## config.mk

```make
export PLATFORM = sky130hd
export DESIGN_NAME = reversalmb_pattern_comparator_flat
export DESIGN_NICKNAME = d
export VERILOG_FILES = /design/src/rtl/reversalmb_pattern_comparator_pkg.sv /design/src/rtl/reversalmb_pattern_comparator_if.sv /design/src/rtl/reversalmb_lane_err_counter.sv /design/src/rtl/reversalmb_pattern_comparator.sv /design/src/flat_wrapper.sv
export SDC_FILE = /design/constraint.sdc
export NUM_CORES = 1
export LEC_CHECK = 0
export ABC_AREA = 1
export BUFFER_PORTS_ARGS = -buffer_cell sky130_fd_sc_hd__buf_4
export CORE_MARGIN = 2
export CORE_UTILIZATION = 60
export CTS_CLUSTER_DIAMETER = 100
export DETAILED_ROUTE_END_ITERATION = 8
export GPL_ROUTABILITY_DRIVEN = 0
export PLACE_DENSITY_LB_ADDON = 0.08
export SLEW_MARGIN = 20
export SYNTH_ARGS = -nofsm -noshare
export SYNTH_HDL_FRONTEND = slang
export SYNTH_HIERARCHICAL = 1
export SYNTH_SLANG_ARGS = --single-unit
```

## constraint.sdc

```tcl
create_clock -name CLK -period 6.9 [get_ports CLK]
set_clock_uncertainty 0.2 [all_clocks]
set_input_delay 0.69 -clock CLK [delete_from_list [all_inputs] [get_ports CLK]]
set_output_delay 0.69 -clock CLK [all_outputs]
set_load 0.02 [all_outputs]
```

## src/rtl/reversalmb_pattern_comparator_pkg.sv

```systemverilog
// Shared MBINIT.REVERSALMB definitions: FSM encoding, clear command and
// the per-lane-ID pattern that every lane is expected to carry.
package reversalmb_pattern_comparator_pkg;

    typedef enum logic [1:0] {
        StIdle    = 2'd0,
        StCollect = 2'd1,
        StEval    = 2'd2,
        StDone    = 2'd3
    } rmb_state_e;

    localparam logic [1:0] CLEAR_CMD          = 2'b01;
    localparam logic [3:0] PER_LANE_ID_NIBBLE = 4'hA;

    // Lane i carries {A, i[7:0], A}; bit 15 arrives first.
    function automatic logic [15:0] lane_expected_word(input int unsigned lane);
        return {PER_LANE_ID_NIBBLE, 8'(lane), PER_LANE_ID_NIBBLE};
    endfunction

endpackage

```

## src/rtl/reversalmb_pattern_comparator_if.sv

```systemverilog
// Control/data bundle between the REVERSALMB sequencer side and the comparator.
interface reversalmb_pattern_comparator_if #(
    parameter int unsigned NUM_LANES = 16
);
    logic                 i_detect_en;
    logic [1:0]           i_clear_comparator;
    logic                 i_lane_valid;
    logic [NUM_LANES-1:0] i_lane_data;
    logic [NUM_LANES-1:0] o_REVERSAL_Pattern_Result_logged;
    logic                 o_result_valid;
    logic                 o_busy;
    logic [7:0]           o_iter_count;

    modport master (
        output i_detect_en, i_clear_comparator, i_lane_valid, i_lane_data,
        input  o_REVERSAL_Pattern_Result_logged, o_result_valid, o_busy, o_iter_count
    );

    modport slave (
        input  i_detect_en, i_clear_comparator, i_lane_valid, i_lane_data,
        output o_REVERSAL_Pattern_Result_logged, o_result_valid, o_busy, o_iter_count
    );
endinterface

```

## src/rtl/reversalmb_lane_err_counter.sv

```systemverilog
// One lane: deserialise MSB-first, compare each completed word against the
// lane's ID pattern and count mismatching words with saturation.
module reversalmb_lane_err_counter
    import reversalmb_pattern_comparator_pkg::*;
#(
    parameter int unsigned LANE_IDX  = 0,
    parameter int unsigned ERR_CNT_W = 8
) (
    input  logic                 CLK,
    input  logic                 rst,
    input  logic                 i_clear,
    input  logic                 i_shift_en,
    input  logic                 i_cmp_stb,
    input  logic                 i_bit,
    output logic [ERR_CNT_W-1:0] o_err_cnt
);
    localparam logic [15:0] EXPECTED = lane_expected_word(LANE_IDX);

    logic [14:0]          r_shift;
    logic [ERR_CNT_W-1:0] r_err_cnt;
    logic [15:0]          w_word;

    // The compare uses the incoming bit directly so back-to-back words need no bubble.
    assign w_word = {r_shift, i_bit};

    always_ff @(posedge CLK) begin
        if (rst || i_clear) begin
            r_shift   <= '0;
            r_err_cnt <= '0;
        end else if (i_shift_en) begin
            r_shift <= w_word[14:0];
            if (i_cmp_stb && (w_word != EXPECTED) && (r_err_cnt != '1)) begin
                r_err_cnt <= r_err_cnt + ERR_CNT_W'(1);
            end
        end
    end

    assign o_err_cnt = r_err_cnt;

endmodule

```

## src/rtl/reversalmb_pattern_comparator.sv

```systemverilog
// REVERSALMB receive comparator: run FSM, beat/iteration counters and the
// registered per-lane pass/fail result.
module reversalmb_pattern_comparator
    import reversalmb_pattern_comparator_pkg::*;
#(
    parameter int unsigned NUM_LANES     = 16,
    parameter int unsigned ITERATIONS    = 128,
    parameter int unsigned ERR_THRESHOLD = 16,
    parameter int unsigned ERR_CNT_W     = 8
) (
    input  logic                            CLK,
    input  logic                            rst,
    reversalmb_pattern_comparator_if.slave  bus
);
    localparam logic [7:0] LAST_ITER = 8'(ITERATIONS - 1);

    rmb_state_e           r_state;
    rmb_state_e           w_state_next;
    logic [3:0]           r_beat;
    logic [7:0]           r_iter;
    logic [NUM_LANES-1:0] r_result;
    logic                 r_result_valid;

    logic                 w_clear;
    logic                 w_start;
    logic                 w_shift_en;
    logic                 w_cmp_stb;
    logic                 w_eval;
    logic                 w_busy;
    logic                 w_lane_clr;
    logic [NUM_LANES-1:0] w_pass;
    logic [ERR_CNT_W-1:0] w_err_cnt [NUM_LANES];

    assign w_clear = (bus.i_clear_comparator == CLEAR_CMD);

    always_ff @(posedge CLK) begin
        if (rst) begin
            r_state <= StIdle;
        end else begin
            r_state <= w_state_next;
        end
    end

    always_comb begin
        w_state_next = r_state;
        if (w_clear) begin
            w_state_next = bus.i_detect_en ? StCollect : StIdle;
        end else begin
            case (r_state)
                StIdle:    if (bus.i_detect_en) w_state_next = StCollect;
                StCollect: begin
                    if (!bus.i_detect_en) begin
                        w_state_next = StIdle;
                    end else if (bus.i_lane_valid && (r_beat == 4'd15) && (r_iter == LAST_ITER)) begin
                        w_state_next = StEval;
                    end
                end
                StEval:    w_state_next = StDone;
                StDone:    if (!bus.i_detect_en) w_state_next = StIdle;
                default:   w_state_next = StIdle;
            endcase
        end
    end

    // Clear overrides every strobe, so a clear on the final beat suppresses the result.
    always_comb begin
        w_start    = 1'b0;
        w_shift_en = 1'b0;
        w_cmp_stb  = 1'b0;
        w_eval     = 1'b0;
        w_busy     = (r_state == StCollect);
        if (!w_clear) begin
            case (r_state)
                StIdle:    w_start = bus.i_detect_en;
                StCollect: begin
                    w_shift_en = bus.i_detect_en && bus.i_lane_valid;
                    w_cmp_stb  = w_shift_en && (r_beat == 4'd15);
                end
                StEval:    w_eval = 1'b1;
                default:   ;
            endcase
        end
        w_lane_clr = w_clear || w_start;
    end

    always_ff @(posedge CLK) begin
        if (rst) begin
            r_beat         <= '0;
            r_iter         <= '0;
            r_result       <= '0;
            r_result_valid <= 1'b0;
        end else begin
            r_result_valid <= 1'b0;
            if (w_lane_clr) begin
                r_beat <= '0;
                r_iter <= '0;
            end
            if (w_clear) begin
                r_result <= '0;
            end
            if (w_shift_en) begin
                r_beat <= r_beat + 4'd1;
                if (w_cmp_stb && (r_iter != 8'hFF)) begin
                    r_iter <= r_iter + 8'd1;
                end
            end
            if (w_eval) begin
                r_result       <= w_pass;
                r_result_valid <= 1'b1;
            end
        end
    end

    for (genvar g = 0; g < NUM_LANES; g++) begin : g_lane
        reversalmb_lane_err_counter #(
            .LANE_IDX  (g),
            .ERR_CNT_W (ERR_CNT_W)
        ) u_lane (
            .CLK        (CLK),
            .rst        (rst),
            .i_clear    (w_lane_clr),
            .i_shift_en (w_shift_en),
            .i_cmp_stb  (w_cmp_stb),
            .i_bit      (bus.i_lane_data[g]),
            .o_err_cnt  (w_err_cnt[g])
        );
        assign w_pass[g] = (w_err_cnt[g] <= ERR_CNT_W'(ERR_THRESHOLD));
    end

    assign bus.o_REVERSAL_Pattern_Result_logged = r_result;
    assign bus.o_result_valid                   = r_result_valid;
    assign bus.o_busy                           = w_busy;
    assign bus.o_iter_count                     = r_iter;

endmodule

```

## src/flat_wrapper.sv

```systemverilog
// flat-port wrapper written by rule: the top's interface ports become plain ports
module reversalmb_pattern_comparator_flat import reversalmb_pattern_comparator_pkg::*;
#(
    parameter int unsigned NUM_LANES     = 16,
    parameter int unsigned ITERATIONS    = 128,
    parameter int unsigned ERR_THRESHOLD = 16,
    parameter int unsigned ERR_CNT_W     = 8
)
  (CLK, rst, bus_i_detect_en, bus_i_clear_comparator, bus_i_lane_valid, bus_i_lane_data, bus_o_REVERSAL_Pattern_Result_logged, bus_o_result_valid, bus_o_busy, bus_o_iter_count);
  reversalmb_pattern_comparator_if #(.NUM_LANES(NUM_LANES)) bus_i ();
  input  logic CLK;
  input  logic rst;
  input wire logic [$bits(bus_i.i_detect_en)-1:0] bus_i_detect_en;
  input wire logic [$bits(bus_i.i_clear_comparator)-1:0] bus_i_clear_comparator;
  input wire logic [$bits(bus_i.i_lane_valid)-1:0] bus_i_lane_valid;
  input wire logic [$bits(bus_i.i_lane_data)-1:0] bus_i_lane_data;
  output wire logic [$bits(bus_i.o_REVERSAL_Pattern_Result_logged)-1:0] bus_o_REVERSAL_Pattern_Result_logged;
  output wire logic [$bits(bus_i.o_result_valid)-1:0] bus_o_result_valid;
  output wire logic [$bits(bus_i.o_busy)-1:0] bus_o_busy;
  output wire logic [$bits(bus_i.o_iter_count)-1:0] bus_o_iter_count;
  assign bus_i.i_detect_en = bus_i_detect_en;
  assign bus_i.i_clear_comparator = bus_i_clear_comparator;
  assign bus_i.i_lane_valid = bus_i_lane_valid;
  assign bus_i.i_lane_data = bus_i_lane_data;
  assign bus_o_REVERSAL_Pattern_Result_logged = bus_i.o_REVERSAL_Pattern_Result_logged;
  assign bus_o_result_valid = bus_i.o_result_valid;
  assign bus_o_busy = bus_i.o_busy;
  assign bus_o_iter_count = bus_i.o_iter_count;
  reversalmb_pattern_comparator #(.NUM_LANES(NUM_LANES), .ITERATIONS(ITERATIONS), .ERR_THRESHOLD(ERR_THRESHOLD), .ERR_CNT_W(ERR_CNT_W)) u_core (.CLK(CLK), .rst(rst), .bus(bus_i));
endmodule
```

==> results.cfg, run 1 <==
[logic_synthesis]
netlist.area_leader.share_pct = 40.4
ys_types = 27
synth_compound_gate_area_share_pct = 11.2
post_synth_xor_area_fraction_pct = 0.0885
post_synth_inst_count = 2934
synth_seq_cells = 399
syn_area_mm2 = 0.0198
ys_warn_count = 6
synth_fa_ha_area_share_pct = 1.14
yosys.area.top_type = dfxtp_1
synth_seq_area_share_pct = 40.4
post_synth_and_or_nand_nor_area_fraction_pct = 34.8
synth_top_cells_by_area = dfxtp_1, nand2_1, inv_1
synth_mux_area_share_pct = 0
main_combinational_cell_family_by_area_after_synthesis = simple AND/OR/NAND/NOR gates
syn_area_per_cell_um2 = 6.74
synthesis.nets = 2974

[setup_path]
cp_slowest_stage_delay_ns = 0.61
critPathBufInv = 4
worst-path-max-fanout = 157
arrival_ns = 3.36
path_delay_family = buffers and inverters
cpMaxStageDelayCell = inv_8
worst-r2r-setup-slack_ns = 3.79
setup.worst_path.class = reg2reg
worstPathCellList = inv_2 > nor2_4 > nand3_4 > inv_8 > buf_4 > inv_2 > nor3_1 > nand4_1 > nand2_1 > nor2_1
crit_required_ns = 7.15
end_kind = flop
critical-path-top-cell-by-count = inv_2
worst_setup_path_start_kind = flop

[cts]
cts_tree = done
cts_inserted_buffers = 43
clock_latency_on_the_worst_skew_pair_ns = 0.55
cts.repair.resized = 0
clock-sinks = 399
clock_path_buffers = 3
clk_transition_reported_paths_ns = 0.06
cts_max_level = 2
ctsRootBufferMaster = clkbuf_16
post_cts_hold_buffer_count = 0
cts_setup_buffers = 0

[run_status]
outcome = completed

[floorplan]
num_rows = 66
initial_utilization_pct = 60.8
core_region_area_mm2 = 0.0325
fp.dieArea_mm2 = 0.0344
die_x_um = 186
chipHeight_um = 186
floorplan.io_pins = 48

[route]
route.detailed.wl_per_inst_um = 11.9
routed_via_density = 5.17
final_antenna_net_count = 0
drtPass1Iterations = 5
drt_wl_total_um = 40700
vias = 17621
drtIter0Drc = 1051
drcViolationCount = 0

[sta]
worst_pin_slew_ns = 1.06
post_layout_minimum_cycle_time_ns = 3.11
tns_ns = 0
layout_worst_path_cycle_share_pct = 45.0
timing.hold.ws_ns = 0.239
setup_repair_after_global_routing_missed_its_margin = false
maxClockFrequency_mhz = 322
finalSetupViolations = 0
fin_max_slew_vios = 0
timing_hold_violations_final = 0
max_slew_margin_pct = 28.8

[finish]
syn_to_final_growth_pct = 8.73
nNetsFinal = 2972
final_layout_size_suffix_gt1_share_pct = 10.4
final_cell_mix = nand2_1, inv_1, dfxtp_1
antenna_cells_inserted = 0
layout.filler_cells = 2902
layout_commonest_cell = nand2_1

[grt]
number_of_global_route_vias_before_repair = 15659
grt_first_pass_wirelength_um = 69300
grt_start_max_net_pins = 158
grt_remaining_overflow = 0
grtUsageTotal_pct = 23.6
grt_antenna_before_repair = 0

[power]
ir_drop_uv = 202
totalPowerFinal_w = 0.00493
cellPowerDensity_mw_per_mm2 = 229
power.static_leakage_nw = 7.82

[place]
place.port_buffers = 47
place_hpwl_um = 25700

[job]
max_cap_violations = 0

[worst_hold_path]
hold_path.class = in2reg
## Yosys cell counts (all sizes together)
cell	number
a21oi	281
buf	84
clkbuf	17
clkinv	4
dfxtp	399
ha	18
inv	451
nand2	773
nand3	160
nand4	162
nor2	426
nor3	33
o211ai	1
o21ai	123
xnor2	1
xor2	1
## cells by family after synthesis
| logic type | count (synthesis) |
|---|---|
| buffers and inverters | 556 |
| xor gates and xnor gates | 2 |
| DFF | 399 |
| and+or+nand+nor | 1554 |
| adders and majority gates | 18 |
| AOI/OAI and AO/OA | 405 |
## area by class of cell
class                           instances  area, um2  area share (%)
Clock buffer                           62       1250            5.80
Clock inverter                         17        258            1.20
Inverter                              455       1720            7.97
Multi-Input combinational cell       1979       9340            43.4
Sequential cell                       399       7990            37.1
Tap cell                              442        553            2.57
Timing Repair Buffer                   54        405            1.88
## path summary, 6_finish.rpt
path | from | to | depth (start not counted)
setup / recovery | u_core/r_state[0] | u_core/g_lane[11].u_lane/o_err_cnt[6] | 10
hold / removal | bus_i_lane_data[9] | u_core/g_lane[9].u_lane/r_shift[0] | 3
setup reg to reg | u_core/r_state[0] | u_core/g_lane[11].u_lane/o_err_cnt[6] | 10
hold reg to reg | u_core/g_lane[9].u_lane/r_shift[14] | u_core/g_lane[9].u_lane/r_shift[14] | 2
## worst register-to-register path, delay by kind of cell (launching register included)
family,cells,cell delay (ns)
DFF,1,0.38
buffers and inverters,4,1.50
and+or+nand+nor,6,0.93
## where the power goes
group / internal [W] / leakage [nW] / switching, W / total [W]
logic: 0.0000485 / 3.88 / 0.000144 / 0.000192
clock network: 0.00149 / 0.731 / 0.000926 / 0.00241
registers: 0.00232 / 3.21 / 0.00000611 / 0.00232
total: 0.00385 / 7.82 / 0.00108 / 0.00493
## registers in the layout, indices dropped and copies added, names as in the netlist
register,cells
u_core/bus.o_REVERSAL_Pattern_Result_logged,16
u_core/bus.o_iter_count,8
u_core/bus.o_result_valid,1
u_core/g_lane.u_lane/o_err_cnt,128
u_core/g_lane.u_lane/r_shift,240
u_core/r_beat,4
u_core/r_state,2
## per-stage QoR
step / worst slack, ns / utilization (%) / cells / cell area [um2]
6_report: 3.79 / 66.1 / 3408 / 21500
5_1_grt: 3.52 / 66.1 / 3408 / 21500
4_1_cts: 3.79 / 66.1 / 3408 / 21500
3_5_place_dp: 3.31 / 61.5 / 3329 / 20000
3_3_place_gp: 3.41 / 61.5 / 3329 / 20000
2_1_floorplan: 4.05 / - / 2934 / 19800
## per-layer routing
layer	GRT usage, %	share of wire, %
met1	29.9	46
met2	41.4	48
met3	3.83	4.4
met4	6.77	2.1
met5	0	0
Note: power is estimated with default switching activity, not from simulation.
==> run 2: changes to the inputs <==
--- a/config.mk
+++ b/config.mk
@@ -8,7 +8,7 @@
 export ABC_AREA = 1
 export BUFFER_PORTS_ARGS = -buffer_cell sky130_fd_sc_hd__buf_4
 export CORE_MARGIN = 2
-export CORE_UTILIZATION = 60
+export CORE_UTILIZATION = 57
 export CTS_CLUSTER_DIAMETER = 100
 export DETAILED_ROUTE_END_ITERATION = 8
 export GPL_ROUTABILITY_DRIVEN = 0
==> constraint.sdc (replaced) <==
create_clock -name CLK -period 2.8 [get_ports CLK]
set_clock_uncertainty 0.2 [all_clocks]
set_input_delay 0.28 -clock CLK [delete_from_list [all_inputs] [get_ports CLK]]
set_output_delay 0.28 -clock CLK [all_outputs]
set_load 0.02 [all_outputs]
==> run 2 against run 1 <==
Clock-buffer cell count is 5 higher. Non-clock buffer count is 50 higher. Design area is 2.3% higher. Clock power is 150% higher. Flip-flop and latch count stayed put. Register-to-register slack worse by 3.5 ns. Setup slack worse by 3.5 ns. Hold slack worse by 0.19 ns. Core utilization is 2.1 points lower. Final cell count is 1.8% higher. Critical path depth is 1 lower. Sequential power is 150% higher.
==> results.cfg, run 2 (same netlist as run 1, synthesis figures left out) <==
[cts]
clock-sinks = 399
cts.repair.resized = 0
clk_transition_reported_paths_ns = 0.06
clock_path_buffers = 3
cts_tree = done
ctsRootBufferMaster = clkbuf_16
cts_inserted_buffers = 44
clock_latency_on_the_worst_skew_pair_ns = 0.55
cts_max_level = 2

[finish]
antenna_cells_inserted = 0
syn_to_final_growth_pct = 11.3
final_cell_mix = nand2_1, inv_1, dfxtp_1
layout.filler_cells = 3131
max_reg_flops = 240
nNetsFinal = 3023
final_layout_size_suffix_gt1_share_pct = 11.2
layout_commonest_cell = nand2_1
largest_register = u_core/g_lane.u_lane/r_shift
final_design_area_no_fill_mm2 = 0.0220

[setup_path]
cpMaxStageDelayCell = nor2_8
worstPathCellList = ha_1 > nand3_1 > nor2_8 > inv_1 > a21oi_4 > nand3_1 > nand2_1 > inv_1 > nor2_1
critPathBufInv = 2
worst-path-max-fanout = 19
worst_setup_path_start_kind = flop
end_kind = flop
cp_slowest_stage_delay_ns = 0.48
arrival_ns = 2.77
crit_required_ns = 3.08
path_delay_family = simple AND/OR/NAND/NOR gates
setup.worst_path.class = reg2reg

[route]
routed_via_density = 5.09
drcViolationCount = 0
vias = 17669
drt_wl_total_um = 40900
drtPass1Iterations = 7
final_antenna_net_count = 0
drtIter0Drc = 1155
route.detailed.wl_per_inst_um = 11.8

[sta]
layout_worst_path_cycle_share_pct = 88.6
max_slew_margin_pct = 58.2
post_layout_minimum_cycle_time_ns = 2.48
tns_ns = 0
fin_max_slew_vios = 0
worst_pin_slew_ns = 0.627
maxClockFrequency_mhz = 403
finalSetupViolations = 0
timing_hold_violations_final = 0
setup_repair_after_global_routing_missed_its_margin = false

[job]
max_cap_violations = 0

[place]
place.port_buffers = 47
place_hpwl_um = 26300
dpl_cell_area_mm2 = 0.0203

[floorplan]
die_x_um = 190
fp.dieArea_mm2 = 0.0362
core_region_area_mm2 = 0.0344
num_rows = 68
floorplan.io_pins = 48
chipHeight_um = 190
initial_utilization_pct = 57.6

[grt]
grt_antenna_before_repair = 0
grt_remaining_overflow = 0
number_of_global_route_vias_before_repair = 15776
grt_start_max_net_pins = 48
grt_first_pass_wirelength_um = 70500
grtUsageTotal_pct = 22.6

[run_status]
outcome = completed

[power]
ir_drop_uv = 456
power.static_leakage_nw = 8.10
cellPowerDensity_mw_per_mm2 = 558

[worst_hold_path]
hold_path.class = in2reg
## run 2: cell count changes in the layout (fill, tap and decap cells not counted)
cell	previous run	this run
clkinvlp_4	3	1
clkbuf_16	43	45
dlygate4sd3_1	0	19
bufinv_16	6	5
clkbuf_8	10	14
nor2_2	75	73
buf_4	54	82
buf_12	0	3
inv_6	3	0
nor2_1	348	350
clkbuf_1	9	8
## run 2: worst reg2reg max path, cell delays in order, from the launching register on
cell and delay (ns):
dfxtp_1 0.37, ha_1 0.20, nand3_1 0.24, nor2_8 0.48, inv_1 0.16, a21oi_4 0.37
nand3_1 0.16, nand2_1 0.10, inv_1 0.04, nor2_1 0.09
## run 2: where the power goes
| part | total [W] | switching [W] | leakage (nW) | internal (W) |
|---|---|---|---|---|
| Combinational | 0.000534 | 0.000365 | 4.13 | 0.000169 |
| Clock | 0.00602 | 0.00226 | 0.755 | 0.00377 |
| Sequential | 0.00572 | 0.0000151 | 3.21 | 0.00571 |
| Total | 0.0123 | 0.00264 | 8.10 | 0.00964 |
## run 2: final cells by class
type / count / area (um2) / area share [%]
Tap cell: 455 / 569 / 2.59
Clock buffer: 67 / 1350 / 6.13
Inverter: 455 / 1720 / 7.79
Clock inverter: 11 / 186 / 0.847
Multi-Input combinational cell: 1979 / 9340 / 42.4
Sequential cell: 399 / 7990 / 36.3
Timing Repair Buffer: 104 / 866 / 3.93
## run 2: through the flow
stage	std cells	util, %	power [W]	setup slack, ns	hold slack, ns
final	3470	64.0	0.0123	0.318	0.0469
after global routing	3470	64.0	0.0127	0.145	0.0731
after CTS	3470	64.0	0.0125	0.325	0.0116
after detailed placement	3373	59.0	0.00636	0.352	0.245
after global placement	3373	59.0	0.00635	0.433	0.243
after floorplan	2934	-	0.00619	0.198	0.228
## run 2: worst paths after layout
path                                        from                                    to  slack [ns]  cells after the start
max                             u_core/r_beat[0]  u_core/g_lane[0].u_lane/o_err_cnt[2]        0.32                      9
min                             bus_i_lane_valid                     u_core/r_state[0]        0.05                      8
max reg2reg                     u_core/r_beat[0]  u_core/g_lane[0].u_lane/o_err_cnt[2]        0.32                      9
min reg2reg  u_core/g_lane[7].u_lane/r_shift[14]   u_core/g_lane[7].u_lane/r_shift[14]        0.26                      2
## run 2: metal layers
layer / track usage [%] / up-vias / routed length (um)
li1: - / 9394 / -
met1: 30.1 / 7981 / 19800
met2: 38.4 / 238 / 18900
met3: 3.04 / 56 / 1420
met4: 6.62 / 0 / 829
met5: 0 / - / 0
## run 2: what timing repair did
action	4_1_cts	5_1_grt
hold buffers	19	0
buffers inserted	0	0
hold endpoints to repair	20	0
==> run 3: changes to the inputs <==
--- a/config.mk
+++ b/config.mk
@@ -5,10 +5,10 @@
 export SDC_FILE = /design/constraint.sdc
 export NUM_CORES = 1
 export LEC_CHECK = 0
-export ABC_AREA = 1
+export ABC_AREA = 0
 export BUFFER_PORTS_ARGS = -buffer_cell sky130_fd_sc_hd__buf_4
 export CORE_MARGIN = 2
-export CORE_UTILIZATION = 57
+export CORE_UTILIZATION = 56
 export CTS_CLUSTER_DIAMETER = 100
 export DETAILED_ROUTE_END_ITERATION = 8
 export GPL_ROUTABILITY_DRIVEN = 0
==> run 3 against run 2 <==
Synthesized cell count shrank 36%. Core utilization down 0.47 points. Hold slack lost 0.0044 ns. Clock-buffer cell count down 11. Setup slack got worse by 0.16 ns. Combinational power decreased by 39%. Highest routed layer unchanged.
==> results.cfg, run 3 <==
[setup_path]
arrival_ns = 2.91
worst_setup_path_start_kind = flop
cp_slowest_stage_delay_ns = 0.60
worstPathCellList = nand4b_4 > nor3_4 > buf_12 > o211ai_1 > or4_1 > a21oi_1
end_kind = flop
crit_required_ns = 3.07
cpMaxStageDelayCell = or4_1
worst-path-max-fanout = 34
setup.worst_path.class = reg2reg

[logic_synthesis]
post-synth-top-count-cell = dfxtp_1
yosys-top-cells-count = dfxtp_1, nor2_1, mux2i_1
synthesis.nets = 1908
synth_enable_flop_cells = 0
synth_seq_cells = 399
synth_async_sr_flop_share_pct = 0
ys_warn_count = 6
syn_area_mm2 = 0.0179
synthFlopType = dfxtp_1
syn_area_per_cell_um2 = 9.56
synth_top_cells_by_area = dfxtp_1, mux2i_1, nor2_1
ys_types = 58
synth_seq_area_share_pct = 44.7
yosys.area.top_type = dfxtp_1
netlist.area_leader.share_pct = 44.7
post_synth_inst_count = 1868

[grt]
grt_antenna_before_repair = 0
grt_remaining_overflow = 0
number_of_global_route_vias_before_repair = 12865
grtUsageTotal_pct = 21.2
grt_start_max_net_pins = 54
grt_first_pass_wirelength_um = 60800

[route]
drcViolationCount = 0
wl_met2_um = 16000
routed_via_density = 5.92
drt_wl_total_um = 35600
drtIter0Drc = 915
final_antenna_net_count = 0
route.detailed.wl_per_inst_um = 15.2
met3_length_um = 1470
maxUsedRoutingLayer = met4
detail_route.wirelength.met1_um = 17700
drtPass1Iterations = 5
vias = 13845

[finish]
layout_commonest_cell = dfxtp_1
nNetsFinal = 1944
antenna_cells_inserted = 0
max_reg_flops = 240
final_cell_mix = dfxtp_1, nor2_1, mux2i_1
final_layout_size_suffix_gt1_share_pct = 12.8
largest_register = u_core/g_lane.u_lane/r_shift
finalCoreUtilization_pct = 63.6
syn_to_final_growth_pct = 12.0
layout.filler_cells = 2616

[cts]
clock_latency_on_the_worst_skew_pair_ns = 0.54
clock_path_buffers = 3
cts_tree = done
cts_inserted_buffers = 42
clock-sinks = 399
cts_max_level = 2
ctsRootBufferMaster = clkbuf_16
cts.repair.resized = 0
clk_transition_reported_paths_ns = 0.06

[sta]
fin_max_slew_vios = 0
max_slew_margin_pct = 39.1
post_layout_minimum_cycle_time_ns = 2.64
tns_ns = 0
worst_pin_slew_ns = 0.910
finalSetupViolations = 0
maxClockFrequency_mhz = 378
setup_repair_after_global_routing_missed_its_margin = false
worst_setup_margin_ns = 0.155
timing_hold_violations_final = 0
layout_worst_path_cycle_share_pct = 94.5

[floorplan]
num_rows = 65
core_region_area_mm2 = 0.0315
fp.dieArea_mm2 = 0.0333
floorplan.io_pins = 48
chipHeight_um = 183
initial_utilization_pct = 56.7
die_x_um = 183

[power]
power.static_leakage_nw = 6.19
ir_drop_uv = 656
cellPowerDensity_mw_per_mm2 = 568

[place]
place.port_buffers = 47
place_hpwl_um = 22600
placement.setup.worst_slack_ns = 0.140

[job]
max_cap_violations = 0

[worst_hold_path]
hold_path.class = in2reg

[run_status]
outcome = completed
## run 3: cell count changes in the layout (fill, tap and decap cells not counted), sizes merged, moves of 115 or more
cell | previous run | this run
nand4 | 162 | 34
nor2 | 426 | 311
mux2i | 0 | 242
inv | 451 | 38
nand2 | 773 | 38
a21oi | 281 | 116
## run 3: worst paths after layout
| path | from | endpoint | slack [ns] | cells past startpoint |
|---|---|---|---|---|
| setup / recovery | u_core/r_state[0] | u_core/g_lane[10].u_lane/o_err_cnt[6] | 0.16 | 6 |
| hold / removal | bus_i_lane_valid | u_core/r_state[1] | 0.04 | 4 |
| setup reg to reg | u_core/r_state[0] | u_core/g_lane[10].u_lane/o_err_cnt[6] | 0.16 | 6 |
| hold reg to reg | u_core/g_lane[3].u_lane/r_shift[14] | u_core/g_lane[3].u_lane/r_shift[14] | 0.28 | 2 |
## run 3: final cells by class
| class | instances | area (um2) | share of cell area (%) |
|---|---|---|---|
| Timing Repair Buffer | 115 | 951 | 4.75 |
| Multi-Input combinational cell | 1309 | 9090 | 45.4 |
| Tap cell | 402 | 503 | 2.51 |
| Clock buffer | 56 | 1170 | 5.87 |
| Clock inverter | 20 | 161 | 0.807 |
| Inverter | 37 | 139 | 0.694 |
| Sequential cell | 399 | 7990 | 39.9 |
## run 3: layer usage
| metal | global-route usage, % | up-vias |
|---|---|---|
| met3 | 3.27 | 43 |
| li1 | - | 7019 |
| met5 | 0 | - |
| met2 | 34.1 | 240 |
| met4 | 5.16 | 0 |
| met1 | 29.8 | 6543 |
## run 3: cell families after synthesis
logic type,after synthesis,synth area share (%)
adders and majority gates,18,1.26
xor gates and xnor gates,1,0.0490
AOI/OAI and AO/OA,311,11.4
muxes,258,14.7
DFF,399,44.7
and+or+nand+nor,721,23.4
buffers and inverters,160,4.50
## run 3: per-stage QoR
stage                     hold WS, ns  cells  total power, W  instance area [um2]
after global routing           0.0521   2338          0.0118                20000
after detailed placement        0.273   2226         0.00611                18400
after floorplan                 0.227   1868         0.00602                17900
after global placement          0.270   2226         0.00611                18400
after CTS                     0.00691   2322          0.0115                19900
final                          0.0426   2338          0.0114                20000
## run 3: what timing repair did
| action | in CTS | in global routing |
|---|---|---|
| setup endpoints to repair | 0 | 10 |
| hold buffers | 20 | 0 |
| hold endpoints to repair | 27 | 0 |
| buffers inserted | 0 | 16 |
## run 3: report_power, final
part	switching, W	internal, W
Combinational	0.000212	0.000113
Sequential	0.00000303	0.00568
Clock	0.00222	0.00314
## run 3: critical path, delay by kind of cell (launching register included)
kind                   cells  cell delay [ns]
AND/OR/NAND/NOR            3             1.12
AO/OA/AOI/OAI              2             0.56
flip-flops                 1             0.45
buffers and inverters      1             0.25
